[config.mk]
export PLATFORM = sky130hd
export DESIGN_NAME = cfg_switch_block_flat
export DESIGN_NICKNAME = d
export VERILOG_FILES = /design/src/rtl/cfg_switch_block_if.sv /design/src/rtl/cfg_switch_block.sv /design/src/flat_wrapper.sv
export SDC_FILE = /design/constraint.sdc
export NUM_CORES = 1
export LEC_CHECK = 0
export ABC_AREA = 1
export ABC_CLOCK_PERIOD_IN_PS = 1470
export CORE_AREA = 2 2 71 73
export CTS_BUF_LIST = sky130_fd_sc_hd__clkbuf_8
export CTS_CLUSTER_DIAMETER = 40
export DETAILED_ROUTE_END_ITERATION = 8
export DIE_AREA = 0 0 73 75
export PLACE_DENSITY = 0.88
export SLEW_MARGIN = 10
export SYNTH_ARGS = -nofsm -noshare
export SYNTH_HDL_FRONTEND = slang
export SYNTH_SLANG_ARGS = --single-unit
[constraint.sdc]
create_clock -name clk -period 1.47 [get_ports clk]
set_input_delay 0.147 -clock clk [delete_from_list [all_inputs] [get_ports clk]]
set_output_delay 0.147 -clock clk [all_outputs]
set_load 0.01 [all_outputs]
[src/rtl/cfg_switch_block_if.sv]
// Configuration chain and track buses of the switch block.
// The master side drives config and track inputs; the slave is the block.
interface cfg_switch_block_if #(
   parameter int W = 3
) ();
   logic         cfg_in;
   logic         cfg_en;
   logic         cfg_commit;
   logic         cfg_out;
   logic         cfg_full;
   logic         cfg_err;
   logic [W-1:0] in_l;
   logic [W-1:0] in_r;
   logic [W-1:0] in_t;
   logic [W-1:0] in_b;
   logic [W-1:0] out_l;
   logic [W-1:0] out_r;
   logic [W-1:0] out_t;
   logic [W-1:0] out_b;

   modport master (
      output cfg_in, cfg_en, cfg_commit,
      output in_l, in_r, in_t, in_b,
      input  cfg_out, cfg_full, cfg_err,
      input  out_l, out_r, out_t, out_b
   );

   modport slave (
      input  cfg_in, cfg_en, cfg_commit,
      input  in_l, in_r, in_t, in_b,
      output cfg_out, cfg_full, cfg_err,
      output out_l, out_r, out_t, out_b
   );
endinterface

[src/rtl/cfg_switch_block.sv]
// Configurable four-side switch block with shadow/active config chain.
// Each output track picks the same-index track of one of the other sides.
module cfg_switch_block #(
   parameter int W       = 3,
   parameter int REG_OUT = 0
) (
   input logic               clk,
   input logic               rst_n,
   cfg_switch_block_if.slave bus
);
   localparam int CB = 8 * W;
   localparam int CW = $clog2(CB + 1);
   localparam logic [CW-1:0] CNT_MAX = CW'(CB);

   logic [CB-1:0]  shadow_q, shadow_d;
   logic [CB-1:0]  active_q, active_d;
   logic [CW-1:0]  cnt_q, cnt_d;
   logic           err_q, err_d;
   logic           full;
   logic [4*W-1:0] ins_all;
   logic [4*W-1:0] mux_d;
   logic [4*W-1:0] route;

   assign full    = (cnt_q == CNT_MAX);
   assign ins_all = {bus.in_b, bus.in_t, bus.in_r, bus.in_l};

   // Commit beats shift; a short load only raises the sticky error.
   always_comb begin
      shadow_d = shadow_q;
      active_d = active_q;
      cnt_d    = cnt_q;
      err_d    = err_q;
      if (bus.cfg_commit) begin
         if (full) begin
            active_d = shadow_q;
            cnt_d    = '0;
            err_d    = 1'b0;
         end else begin
            err_d = 1'b1;
         end
      end else if (bus.cfg_en) begin
         shadow_d = {shadow_q[CB-2:0], bus.cfg_in};
         if (!full) begin
            cnt_d = cnt_q + 1'b1;
         end
      end
   end

   // Config chain state.
   always_ff @(posedge clk or negedge rst_n) begin
      if (!rst_n) begin
         shadow_q <= '0;
         active_q <= '0;
         cnt_q    <= '0;
         err_q    <= 1'b0;
      end else begin
         shadow_q <= shadow_d;
         active_q <= active_d;
         cnt_q    <= cnt_d;
         err_q    <= err_d;
      end
   end

   // Codes 1..3 walk the other sides in ascending order, skipping own side.
   for (genvar s = 0; s < 4; s++) begin : g_side
      localparam int S1 = (s == 0) ? 1 : 0;
      localparam int S2 = (s <= 1) ? 2 : 1;
      localparam int S3 = (s <= 2) ? 3 : 2;
      for (genvar i = 0; i < W; i++) begin : g_trk
         localparam int F = 2 * (s * W + i);
         logic [1:0] sel;
         assign sel = active_q[F+1:F];
         assign mux_d[s*W+i] =
            (sel == 2'd1) ? ins_all[S1*W+i] :
            (sel == 2'd2) ? ins_all[S2*W+i] :
            (sel == 2'd3) ? ins_all[S3*W+i] :
                            1'b0;
      end
   end

   if (REG_OUT != 0) begin : g_reg
      logic [4*W-1:0] out_q;
      // Registered routing result, cleared with the config.
      always_ff @(posedge clk or negedge rst_n) begin
         if (!rst_n) begin
            out_q <= '0;
         end else begin
            out_q <= mux_d;
         end
      end
      assign route = out_q;
   end else begin : g_comb
      assign route = mux_d;
   end

   assign bus.out_l    = route[0*W +: W];
   assign bus.out_r    = route[1*W +: W];
   assign bus.out_t    = route[2*W +: W];
   assign bus.out_b    = route[3*W +: W];
   assign bus.cfg_out  = shadow_q[CB-1];
   assign bus.cfg_full = full;
   assign bus.cfg_err  = err_q;
endmodule

[src/flat_wrapper.sv]
// flat-port wrapper written by rule: the top's interface ports become plain ports
module cfg_switch_block_flat 
#(
   parameter int W       = 3,
   parameter int REG_OUT = 0
)
  (clk, rst_n, bus_cfg_in, bus_cfg_en, bus_cfg_commit, bus_in_l, bus_in_r, bus_in_t, bus_in_b, bus_cfg_out, bus_cfg_full, bus_cfg_err, bus_out_l, bus_out_r, bus_out_t, bus_out_b);
  cfg_switch_block_if #(.W(W)) bus_i ();
  input logic clk;
  input logic rst_n;
  input wire logic [$bits(bus_i.cfg_in)-1:0] bus_cfg_in;
  input wire logic [$bits(bus_i.cfg_en)-1:0] bus_cfg_en;
  input wire logic [$bits(bus_i.cfg_commit)-1:0] bus_cfg_commit;
  input wire logic [$bits(bus_i.in_l)-1:0] bus_in_l;
  input wire logic [$bits(bus_i.in_r)-1:0] bus_in_r;
  input wire logic [$bits(bus_i.in_t)-1:0] bus_in_t;
  input wire logic [$bits(bus_i.in_b)-1:0] bus_in_b;
  output wire logic [$bits(bus_i.cfg_out)-1:0] bus_cfg_out;
  output wire logic [$bits(bus_i.cfg_full)-1:0] bus_cfg_full;
  output wire logic [$bits(bus_i.cfg_err)-1:0] bus_cfg_err;
  output wire logic [$bits(bus_i.out_l)-1:0] bus_out_l;
  output wire logic [$bits(bus_i.out_r)-1:0] bus_out_r;
  output wire logic [$bits(bus_i.out_t)-1:0] bus_out_t;
  output wire logic [$bits(bus_i.out_b)-1:0] bus_out_b;
  assign bus_i.cfg_in = bus_cfg_in;
  assign bus_i.cfg_en = bus_cfg_en;
  assign bus_i.cfg_commit = bus_cfg_commit;
  assign bus_i.in_l = bus_in_l;
  assign bus_i.in_r = bus_in_r;
  assign bus_i.in_t = bus_in_t;
  assign bus_i.in_b = bus_in_b;
  assign bus_cfg_out = bus_i.cfg_out;
  assign bus_cfg_full = bus_i.cfg_full;
  assign bus_cfg_err = bus_i.cfg_err;
  assign bus_out_l = bus_i.out_l;
  assign bus_out_r = bus_i.out_r;
  assign bus_out_t = bus_i.out_t;
  assign bus_out_b = bus_i.out_b;
  cfg_switch_block #(.W(W), .REG_OUT(REG_OUT)) u_core (.clk(clk), .rst_n(rst_n), .bus(bus_i));
endmodule
==> results.md <==
- Main combinational cell family by area after synthesis: simple AND/OR/NAND/NOR gates
- Tot Pwr: 0.00350 W
- Critical path class: reg -> reg
- Simple-gate share of the synthesized area: 0.213
- DR WL met2: ~2700 um
- Crit start category: register
- Lkg Pwr: between 1 and 1.5 nW
- Compound-Gate Fraction of Synth Area: 0.170
- Starting DRT DRC Count: 109
- Clock network fraction of total power: 0.299
- Worst Tran Pin Value: between 0.2 and 0.3 ns
- Worst Path Max Fanout: 6
- Slew HR: 0.812
- Final Hold Fails: 0
- Row count: 25
- Worst-path cell chain: inv_1, ha_4, inv_2, nor2_4, nand2_4, nor2_4, buf_12, nand2_1, o21ai_1
- HPWL after detailed placement: 3500 um
- Clock Tree Root: clkbuf_8
- Hold WC Path Type: in -> async
- Antenna cells: 0
- Final antenna-violating net count: 0
- Cts bufs inserted: 5
- Mux share of post-synthesis cell area: 0
- Adder-Cell Fraction of Synth Area: 0.00966
- Yosys warnings: 0
- WP data arrival: 1.66 ns
- Via/cell ratio: 5.18
- DRC Markers: 0
- Fin crit share: 0.967
- Die ar.: 5480 um2
- Most used cell, CP: nor2_4
- TritonCTS clock tree: done
- WL final: 5220 um
- Max layer used: met4
- Pwr Density: about 1100 nW/um2
- Placer congestion estimate: 0.836
- WHS: 0.360 ns
- Flop pwr share: 0.509
- Yosys reg bits: 54
- Die Y: between 70 and 80 um
- Int Pwr: 0.00250 W
- Unique cell type count in the Yosys netlist: 24
- Wire length on met3: 132 um
- P_sw: roughly 0.00099 W
- Worst-path clk slew: roughly 0.10 ns
- Reg-to-reg setup timing slack: about 0.048 ns
- Logic pwr share: 0.192
- Fin. max-slew vios: 0
- Status: completed
- WL/cell: 13.3 um
- Largest net degree at the start of global routing: 55
- Slowest-stage cell, CP: dfrtp_1
- Die width: 73 um
- Synthesized instance count: 289
- Register area share after synthesis: 0.522
- Slowest stage delay, CP: 0.39 ns
- Clock latency at the later pin of the worst-skew pair: ~0.31 ns
- Grt total ovfl: 0
- IO Pins: 32
- Routed via count: slightly above 2k
- Syn_nets: just over 300
- Syn-to-layout area delta: 24.4%
- Peak Freq: between 700 and 800 MHz
- Post-synthesis xor/xnor area fraction: 0
- IO buf count: 31
- Worst vdd ir: between 0.6 and 0.7 mV
- Vias in the first global route: approximately 2k
- Initial cell density of the core: 0.556
- Final net count: 357
- Mean Syn Cell Area: roughly 9.0 um2
- # H-tree levels: 2
- Worst EP required: ~1.7 ns
- Maximum clock path buffer count: 2
- Clk sinks: 54
- CP endpoint kind: register
- Total GRT Usage: 0.205
- Final setup fails: 0
- Switching power share of the total: 0.284
- Layout cells sized above 1: 0.268
- Max-Cap Viols: 0
- Placeable Area: between 4000 and 5000 um2
- Antenna violations before repair: 0
- Global-route wire length before repair: ~8800 um
- Clock skew: around 0.0072 ns
- Area of the mapped netlist: between 2000 and 3000 um2
- First-pass detailed-route iteration total: 4
- Fin crit period: 1.42 ns
- WL met1: roughly 2300 um
## layout by cell type (no fill, tap or decap)
| cell | n |
|---|---|
| nand2_1 | 57 |
| dfrtp_1 | 53 |
| inv_1 | 36 |
| o21ai_0 | 24 |
| nor2_1 | 22 |
| o21ai_2 | 21 |
| nand2_2 | 17 |
| clkdlybuf4s50_1 | 17 |
| buf_4 | 11 |
| nand3_1 | 8 |
| o21ai_1 | 8 |
| o22ai_1 | 7 |
| clkbuf_8 | 6 |
| buf_12 | 6 |
| inv_2 | 5 |
| clkbuf_2 | 5 |
| dlygate4sd2_1 | 5 |
| a21oi_1 | 4 |
| buf_2 | 4 |
| nand2_4 | 3 |
| a211oi_1 | 2 |
| nand4_1 | 2 |
| nor2_4 | 2 |
| nand3_2 | 2 |
| a21oi_2 | 1 |
| a211oi_2 | 1 |
| nor2_2 | 1 |
| nand3_4 | 1 |
| o21bai_1 | 1 |
| ha_4 | 1 |
| ha_1 | 1 |
| bufinv_16 | 1 |
| inv_6 | 1 |
| dlygate4sd3_1 | 1 |
| buf_6 | 1 |
| dfrtp_2 | 1 |
## synth_stat cells
| cell | number | area (um2) |
|---|---|---|
| nand2_1 | 57 | 214 |
| nand2_4 | 2 | 22.5 |
| nor2_4 | 2 | 22.5 |
| buf_6 | 4 | 45.0 |
| o21ai_1 | 3 | 15.0 |
| o21ai_2 | 20 | 175 |
| ha_1 | 2 | 25.0 |
| nor2_1 | 22 | 82.6 |
| dfrtp_1 | 54 | 1350 |
| inv_1 | 38 | 143 |
| a21oi_1 | 5 | 25.0 |
| nand4_1 | 2 | 12.5 |
| nand3_1 | 8 | 40.0 |
| buf_2 | 2 | 10.0 |
| o22ai_1 | 7 | 43.8 |
| nor2_2 | 1 | 6.26 |
| inv_2 | 3 | 11.3 |
| a211oi_1 | 3 | 22.5 |
| nand3_2 | 2 | 20.0 |
| nand3_4 | 1 | 17.5 |
| buf_4 | 2 | 15.0 |
| nand2_2 | 18 | 113 |
| o21bai_1 | 1 | 7.51 |
| o21ai_0 | 30 | 150 |
## flip-flops by register name, indices dropped and copies added (netlist names)
| signal | cells |
|---|---|
| u_core.active_q | 24 |
| u_core.shadow_q | 24 |
| u_core.cnt_q | 5 |
| u_core.bus.cfg_err | 1 |
## metal layers
layer / global-route usage / vias up
li1: - / 1021
met1: 0.266 / 979
met2: 0.359 / 32
met3: 0.0348 / 4
met4: 0.0514 / 0
met5: 0 / -
## stage by stage
step	TNS, ns	cells	utilization	setup WS (ns)	instance area [um2]
finish	0	393	0.692	0.0479	3220
global route	-0.106	393	0.692	-0.0321	3220
CTS	0	386	0.677	0.00530	3160
detailed placement	-1.52	375	0.649	-0.224	3020
global placement	-1.36	375	0.649	-0.221	3020
floorplan	0	289	-	0.142	2590
## final cells by class
type,count,area [um2]
clock buffers,6,82.6
clock inverters,2,38.8
fillers,351,1440
inverters,41,154
multi-input cells,186,1040
flip-flops and latches,54,1350
well taps,54,67.6
repair buffers,50,483
## path summary, 6_finish.rpt
check / startpoint / to / depth (start not counted)
max: u_core.cnt_q[1] / u_core.active_q[23] / 9
min: rst_n / u_core.cnt_q[1] / 3
max reg2reg: u_core.cnt_q[1] / u_core.active_q[23] / 9
min reg2reg: u_core.shadow_q[4] / u_core.shadow_q[4] / 2
max in group asynchronous: rst_n / u_core.active_q[2] / 3
min in group clk: bus_cfg_in / u_core.shadow_q[0] / 3
## logic make-up (layout without fill, tap and decap cells)
| kind of cell | after synthesis | after routing |
|---|---|---|
| compound gates | 69 | 69 |
| simple gates | 115 | 115 |
| fa+ha+maj | 2 | 2 |
| buf+inv | 49 | 99 |
| flops | 54 | 54 |
## repair_timing
item	in CTS	in global routing
endpoints found under the setup margin	13	15
hold endpoints to repair	54	0
gates resized for setup	23	26
hold buffers	1	0
buffers inserted	2	7
pin swaps	0	1
## critical path, delay by kind of cell, from the launching register on
family	cells	cell delay (ns)
buf+inv	3	0.28
fa+ha+maj	1	0.15
simple gates	4	0.49
flops	1	0.39
compound gates	1	0.06
## power groups by stage
stage | sequential (W) | clock, W | combinational (W)
2_1_floorplan | 0.00180 | 0 | 0.000361
3_3_place_gp | 0.00179 | 0 | 0.000610
3_5_place_dp | 0.00180 | 0 | 0.000637
4_1_cts | 0.00177 | 0.00107 | 0.000644
5_1_grt | 0.00180 | 0.00113 | 0.000772
6_report | 0.00178 | 0.00105 | 0.000671
Note: power is estimated with default switching activity, not from simulation.
